File: config.mk
export PLATFORM = sky130hd
export DESIGN_NAME = image_readout
export DESIGN_NICKNAME = d
export VERILOG_FILES = /design/src/rtl/image_readout.sv
export SDC_FILE = /design/constraint.sdc
export NUM_CORES = 1
export LEC_CHECK = 0
export BUFFER_PORTS_ARGS = -buffer_cell sky130_fd_sc_hd__buf_2
export CORE_ASPECT_RATIO = 0.7
export CORE_MARGIN = 3
export CORE_UTILIZATION = 40
export CTS_CLUSTER_DIAMETER = 50
export DETAILED_ROUTE_END_ITERATION = 16
export PLACE_DENSITY = 0.65
export SETUP_SLACK_MARGIN = 0.05
export SLEW_MARGIN = 20
export SYNTH_ARGS = -nofsm -noshare
export SYNTH_HDL_FRONTEND = slang
export SYNTH_SLANG_ARGS = --single-unit
File: constraint.sdc
create_clock -name spi_clock_in -period 3.3 [get_ports spi_clock_in]
set_input_delay 0.165 -clock spi_clock_in [delete_from_list [all_inputs] [get_ports spi_clock_in]]
set_output_delay 0.165 -clock spi_clock_in [all_outputs]
set_load 0.005 [all_outputs]
File: src/rtl/image_readout.sv
`default_nettype none
// ============================================================================
//  Module   : image_readout
//  Purpose  : Byte-stream readout stage behind the camera image buffer.
//             Walks addresses 0 .. size-1, holds each address for the full
//             buffer read latency, captures the returned byte into a small
//             prefetch FIFO and hands bytes out one per pop request.
//             Reads are suspended while a capture owns the buffer port.
//  Ports    : spi_clock_in       - clock (SPI/system domain)
//             spi_reset_n_in     - asynchronous active-low reset
//             start_in           - flush, latch image_size_in, restart at 0
//             image_size_in      - byte count, sampled on start_in
//             capture_active_in  - buffer write in progress, abort/hold reads
//             read_address_out   - address to the image buffer read port
//             read_data_in       - byte returned by the image buffer
//             byte_request_in    - pop request from the SPI interface
//             byte_data_out      - FIFO head (0x00 when empty)
//             byte_valid_out     - FIFO non-empty
//             underrun_out       - sticky pop-while-empty flag
//             done_out           - every byte of the image has been popped
//  Revision : 1.0 - initial release
// ============================================================================
module image_readout #(
   parameter int READ_LATENCY = 2,
   parameter int FIFO_DEPTH   = 4
) (
   input  logic        spi_clock_in,
   input  logic        spi_reset_n_in,
   input  logic        start_in,
   input  logic [15:0] image_size_in,
   input  logic        capture_active_in,
   output logic [15:0] read_address_out,
   input  logic [7:0]  read_data_in,
   input  logic        byte_request_in,
   output logic [7:0]  byte_data_out,
   output logic        byte_valid_out,
   output logic        underrun_out,
   output logic        done_out
);

   localparam int c_PTR_W = $clog2(FIFO_DEPTH);
   localparam int c_CNT_W = c_PTR_W + 1;

   localparam logic [1:0] c_IDLE    = 2'd0;
   localparam logic [1:0] c_ADDR    = 2'd1;
   localparam logic [1:0] c_CAPTURE = 2'd2;
   localparam logic [1:0] c_DONE    = 2'd3;

   logic [1:0]         r_state;
   logic [15:0]        r_size;
   logic [15:0]        r_fetch_ptr;
   logic [15:0]        r_pop_count;
   logic [2:0]         r_wait_cnt;
   logic               r_fetch_done;
   logic [7:0]         r_mem [FIFO_DEPTH];
   logic [c_PTR_W-1:0] r_wr_ptr;
   logic [c_PTR_W-1:0] r_rd_ptr;
   logic [c_CNT_W-1:0] r_count;
   logic [7:0]         r_byte_data;
   logic               r_byte_valid;
   logic               r_underrun;
   logic               r_done;

   logic               w_empty;
   logic               w_full;
   logic               w_pop;
   logic               w_push;
   logic               w_last_fetch;
   logic               w_final_pop;
   logic               w_issue;
   logic               w_lat_done;
   logic [c_PTR_W-1:0] w_rd_ptr_inc;
   logic [c_CNT_W-1:0] w_count_next;
   logic [7:0]         w_head_next;

   assign w_empty      = (r_count == '0);
   assign w_full       = (r_count == c_CNT_W'(FIFO_DEPTH));
   // start_in wins over everything else in the same cycle
   assign w_pop        = byte_request_in && !w_empty && !start_in;
   assign w_push       = (r_state == c_CAPTURE) && !capture_active_in && !start_in;
   assign w_last_fetch = (r_fetch_ptr == r_size - 16'd1);
   assign w_final_pop  = w_pop && ((r_pop_count + 16'd1) == r_size);
   // A read only counts down its latency while the FIFO can accept the byte,
   // more bytes remain and the buffer port is not owned by a capture.
   assign w_issue      = !r_fetch_done && !w_full && !capture_active_in;
   assign w_lat_done   = (r_wait_cnt == 3'(READ_LATENCY - 1));
   assign w_rd_ptr_inc = r_rd_ptr + 1'b1;

   always_comb begin
      w_count_next = r_count;
      if (w_push && !w_pop) begin
         w_count_next = r_count + 1'b1;
      end else if (!w_push && w_pop) begin
         w_count_next = r_count - 1'b1;
      end
   end

   // Registered head: next entry after a pop, or the byte being pushed when
   // it lands in an empty (or just-emptied) FIFO.
   always_comb begin
      w_head_next = r_byte_data;
      if (w_pop) begin
         if (r_count > c_CNT_W'(1)) begin
            w_head_next = r_mem[w_rd_ptr_inc];
         end else if (w_push) begin
            w_head_next = read_data_in;
         end else begin
            w_head_next = 8'h00;
         end
      end else if (w_empty && w_push) begin
         w_head_next = read_data_in;
      end
   end

   always_ff @(posedge spi_clock_in) begin
      if (w_push) begin
         r_mem[r_wr_ptr] <= read_data_in;
      end
   end

   always_ff @(posedge spi_clock_in or negedge spi_reset_n_in) begin
      if (!spi_reset_n_in) begin
         r_state      <= c_IDLE;
         r_size       <= 16'd0;
         r_fetch_ptr  <= 16'd0;
         r_pop_count  <= 16'd0;
         r_wait_cnt   <= 3'd0;
         r_fetch_done <= 1'b0;
         r_wr_ptr     <= '0;
         r_rd_ptr     <= '0;
         r_count      <= '0;
         r_byte_data  <= 8'h00;
         r_byte_valid <= 1'b0;
         r_underrun   <= 1'b0;
         r_done       <= 1'b0;
      end else if (start_in) begin
         r_size       <= image_size_in;
         r_fetch_ptr  <= 16'd0;
         r_pop_count  <= 16'd0;
         r_wait_cnt   <= 3'd0;
         r_fetch_done <= 1'b0;
         r_wr_ptr     <= '0;
         r_rd_ptr     <= '0;
         r_count      <= '0;
         r_byte_data  <= 8'h00;
         r_byte_valid <= 1'b0;
         r_underrun   <= 1'b0;
         if (image_size_in == 16'd0) begin
            r_state <= c_DONE;
            r_done  <= 1'b1;
         end else begin
            r_state <= c_ADDR;
            r_done  <= 1'b0;
         end
      end else begin
         if (byte_request_in && w_empty) begin
            r_underrun <= 1'b1;
         end
         if (w_push) begin
            r_wr_ptr <= r_wr_ptr + 1'b1;
         end
         if (w_pop) begin
            r_rd_ptr    <= w_rd_ptr_inc;
            r_pop_count <= r_pop_count + 16'd1;
         end
         r_count      <= w_count_next;
         r_byte_valid <= (w_count_next != '0);
         r_byte_data  <= w_head_next;

         case (r_state)
            c_ADDR: begin
               if (w_final_pop) begin
                  r_state <= c_DONE;
                  r_done  <= 1'b1;
               end else if (w_issue) begin
                  if (w_lat_done) begin
                     r_state    <= c_CAPTURE;
                     r_wait_cnt <= 3'd0;
                  end else begin
                     r_wait_cnt <= r_wait_cnt + 3'd1;
                  end
               end else begin
                  r_wait_cnt <= 3'd0;
               end
            end
            c_CAPTURE: begin
               // Aborted captures fall back to ADDR on the same address.
               r_state    <= c_ADDR;
               r_wait_cnt <= 3'd0;
               if (w_push) begin
                  if (w_last_fetch) begin
                     r_fetch_done <= 1'b1;
                  end else begin
                     r_fetch_ptr <= r_fetch_ptr + 16'd1;
                  end
               end
            end
            default: begin
            end
         endcase
      end
   end

   assign read_address_out = r_fetch_ptr;
   assign byte_data_out    = r_byte_data;
   assign byte_valid_out   = r_byte_valid;
   assign underrun_out     = r_underrun;
   assign done_out         = r_done;

endmodule
`default_nettype wire

### Word level (Yosys, flattened, before mapping)

Memories as Yosys holds them, arrays and structs flattened.
Index checks and enable logic that the tools add are counted.

* input port bits: 29
* RAM bits: 32
* memories kept: 1
* flip-flop bits (word level): 72

Memories
* r_mem: words 4, bits a word 8, read ports 1, clocked after Yosys merged registers in 0, wr ports 1, line 55 `logic [7:0] r_mem [FIFO_DEPTH];`

* multiplexer cells: 42
* add/subtract/negate cells: 8
* magnitude comparators: 1
* eq/ne operators: 10
* reductions and logical operators: 35

Operators by type and width (count)
* 2-to-1 mux 16 bit: 6
* 2-to-1 mux 8 bit: 5
* adder 16 x 1 -> 16 bit (second input constant): 2
* equality test 16 bit: 2
* 2-to-1 mux 3 bit: 7
* 2-to-1 mux 2 bit: 9
* zero test 16 bit: 1
* subtractor 16 x 1 -> 16 bit (second input constant): 1
* nonzero test 2 bit: 7
* 2-to-1 mux 1 bit: 13
* logical AND 1 bit: 11
* AND reduction 3 bit: 3
* nonzero test 3 bit: 3
* inequality test 4 bit (second input constant): 2
* zero test 1 bit: 7
* adder 3 x 1 -> 3 bit (second input constant): 2
* one-hot mux 3 bit (2 select lines): 1
* adder 2 x 1 -> 2 bit (second input constant): 2
* one-hot mux 2 bit (2 select lines): 1
* AND reduction 2 bit: 2
* equality test 3 x 1 -> 1 bit (second input constant): 1
* equality test 3 bit (second input constant): 1
* greater-than comparator 3 x 1 -> 1 bit (second input constant): 1
* zero test 3 bit: 1
* other kinds (5): 5

### Depth between registers and ports, before layout

* depth in word-level cells: 9
* mapped depth: 12
* gate-level depth less buffers: 10

### Least setup slack after synthesis

OpenSTA, ideal clock, no wires.

* path type: register to register
* start point: register r_size[0]
* end point: register r_fetch_ptr[6], in the netlist read_address_out[6]
* clock period less this slack: 2.896 ns
* setup slack: 0.404 ns
* stages on the path, launching flop included: 11
* data arrival time: 2.772 ns
* path buffers: 0
* cells stage by stage: dfrtp_1 inv_1 ha_1 nor4b_4 nand4_1 xnor2_1 or3_1 a2111oi_4 a21boi_1 nand4_1 mux2_2

* cells in the longest elaborated chain, start to end: 4

Ends and longest elaborated chain
* start: declaration: line 50 `logic [15:0] r_size;`
* start signal: assignment: line 137 `r_size <= image_size_in;`
* subtractor 16 x 1 -> 16 bit: line 81 `assign w_last_fetch = (r_fetch_ptr == r_size - 16'd1);`
* equality test 16 bit: line 81
* inequality test 2 bit (no source line)
* AND reduction 3 bit (no source line)
* end signal: assignment: line 194 `r_fetch_ptr <= r_fetch_ptr + 16'd1;`
* end: declaration: line 51 `logic [15:0] r_fetch_ptr;`

No other way between the ends.
A chain may end at the register's enable or synchronous reset.

### Worst setup path after layout

Same ends and word-level chain as after synthesis.

==> flow_summary.toml <==
[yosys]
synth_fa_ha_area_share_pct = 2.377
synth_edf_count = 32
yosys.area_share.simple_pct = 19.13
synth_top_area_share_pct = 31.12
synth_compound_area_share_pct = 12.15
syn_area_mm2 = 0.005789
syn-instance-count = 561
muxShareOfSynthArea_pct = 7.132
synth_top_family_by_area = "simple AND/OR/NAND/NOR gates"
synth_area_leader_cell = "dfrtp_1"
yosys_warnings = 0
ys_seq_area_share_pct = 47.72
ys_seq_elements = 104
yosys-top-cells-area = "dfrtp_1, edfxtp_1, xnor2_1"
synth_nets = 601
synthDistinctLibCells = 61
async_flop_share_pct = 69.23
synth-main-ff-cell = "dfrtp_1"
synthXorXnorAreaFrac_pct = 8.472
avgSynthCellArea_um2 = 10.32

[job]
cap_violations = 0

[floorplan]
die_x_um = 149.8
ioPinCount = 56
initial_utilization_pct = 41.19
rows = 36
die_h_um = 106.7
core_area_mm2 = 0.01405
die_area_mm2 = 0.01598

[drt]
wl_met3_um = 516
ant_nets = 0
vias = 4357
drc = 0
dr.pass1.iters = 5
wl_mm = 13.52
highest_layer = "met4"
wl_met1_mm = 6.869
via_per_inst = 5.446
wl_met2_mm = 6.015
wire_per_inst_um = 16.90
first_iter_violations = 265

[sta]
hold_slack_ns = 0.04611
max_freq_ghz = 0.3333
period_share_pct = 90.92
setup_tns_ns = 0
rsz0062_at_grt = "false"
fin_crit_ns = 3.000
worst_pin_slew_ns = 0.9503
maxSlewHeadroom_pct = 36.65
setup_ws_ns = 0.2997
finalMaxSlewViolations = 0
skew_ns = 0.006865
hold_viol = 0
setup_viol = 0

[critical_path]
critical_path.max_fanout = 7
end_kind = "flop"
critPathRequiredTime_ns = 3.54
critical_path_class = "reg -> reg"
startpoint_type = "flop"
cp_data_arrival_time_ns = 3.24

[layout]
final_util_pct = 46.69
drive_above_1_share_pct = 18.52
fillerInstances = 1317
nets = 645
syn2layout_area_growth_pct = 13.33
final_common_cell = "dfrtp_1"
antenna_cells = 0
final_cell_mix = "dfrtp_1, nor2_1, buf_2, nand2_1, xnor2_1"
design_area_mm2 = 0.006561

[global_route]
grt_pass1_wl_mm = 22.21
grt_pass1_vias = 4300
antenna_found_initial = 0
grt_overflow = 0
grt_max_degree = 73
grt_usage_pct = 17.57

[placement]
place_congestion = 0.8462
placed_cell_area_mm2 = 0.006250
place_ws_ns = 0.3111
io_buffer_count = 55
dpl.hpwl_mm = 9.836

[clocking]
cts_root_buf = "clkbuf_16"
htreeDepth = 3
cts_tree = "done"
worstSkewPairLatency_ns = 0.35
clk_path_buf_depth = 2
cts_buffers = 9
clkTransAtPathRegs_ns = 0.07
post_cts_resize_count = 0
numClockSinks = 104

[min_path]
min_path_type = "in -> reg"

[power_and_ir_drop]
power.density_mw_per_mm2 = 525.9
peakVddDrop_mv = 0.2607
power_leakage_nw = 2.611

[run_status]
status = "complete, no violations"
cells in the mapped netlist (3+ instances only):
master    count
a211o_1       6
a211oi_1      5
a21oi_1      26
a31oi_1       4
a32oi_1       8
and3_1        9
and4_1        4
buf_1         6
clkbuf_1     24
dfrtp_1      72
edfxtp_1     32
ha_1         11
inv_1        14
mux2_2       17
mux2i_1       3
mux4_2        8
nand2_1      40
nand2b_1      8
nand3_1      17
nand3b_1      5
nand4_1      16
nor2_1       56
nor2b_1      15
nor3_1       13
nor4_1        6
o21ai_0      28
o31ai_1       3
or2_2         4
or3_1         7
xnor2_1      33
xor2_1       23
kinds of logic after synthesis:
group / after synthesis
AO/OA/AOI/OAI: 105
XOR/XNOR: 56
adder cells (fa/ha/maj): 11
AND/OR/NAND/NOR: 210
multiplexers: 29
flip-flops: 104
buffers and inverters: 46
power breakdown:
part	internal, W	leakage, nW	switching (W)
clock	0.000597	0.150	0.000503
combinational	0.000345	1.22	0.000433
sequential	0.00143	1.24	0.000144
total	0.00237	2.61	0.00108
worst paths after layout:
kind                       depth (start not counted)              start                   end  slack, ns
max reg2reg                                       10          r_size[0]   read_address_out[6]       0.30
max in group asynchronous                          2     spi_reset_n_in             r_size[2]       2.19
min in group asynchronous                          2     spi_reset_n_in  read_address_out[12]       0.49
min reg2reg                                        1   byte_data_out[6]      byte_data_out[6]       0.47
max                                               10          r_size[0]   read_address_out[6]       0.30
min                                                3  image_size_in[12]            r_size[12]       0.05
worst max-delay path, stage by stage, from the launching register on:
cell and delay (ns):
dfrtp_1 0.43, inv_1 0.09, ha_1 0.20, nor4b_4 0.38, nand4_1 0.18, xnor2_1 0.16, or3_1 0.40, a2111oi_4 0.40
a21boi_1 0.19, nand4_1 0.14, mux2_2 0.33
per-stage QoR:
| step | total power (W) | instances |
|---|---|---|
| global route | 0.003623 | 800 |
| detailed placement | 0.002376 | 783 |
| CTS | 0.003479 | 800 |
| finish | 0.003451 | 800 |
| global placement | 0.002356 | 783 |
| floorplan | 0.002080 | 561 |
sequential cells by signal, indices dropped and copies added, names as in the netlist, 3 cells and up:
| signal | cells |
|---|---|
| r_wait_cnt | 3 |
| read_address_out | 16 |
| byte_data_out | 8 |
| r_size | 16 |
| r_mem | 32 |
| r_pop_count | 16 |
| r_count | 3 |
area by class of cell:
cell class,instances,area (µm²),share of cell area [%]
sequential,104,2763,42.11
multi-input combinational,411,2851,43.46
timing repair buffer,65,355.3,5.416
tap,190,237.7,3.623
clock inverter,7,76.32,1.163
clock buffer,9,225.2,3.432
inverter,14,52.55,0.8009
metal layers:
| metal | GRT usage, % | up-vias |
|---|---|---|
| li1 | - | 2122 |
| met1 | 26.26 | 2137 |
| met2 | 26.65 | 87 |
| met3 | 3.295 | 11 |
| met4 | 3.916 | 0 |
| met5 | 0 | - |
what timing repair did:
action / CTS / global route
hold endpoints to repair: 4 / 0
setup buffers: 0 / 0
hold buffers: 1 / 0
No activity file was read; power rests on OpenSTA's default activity.
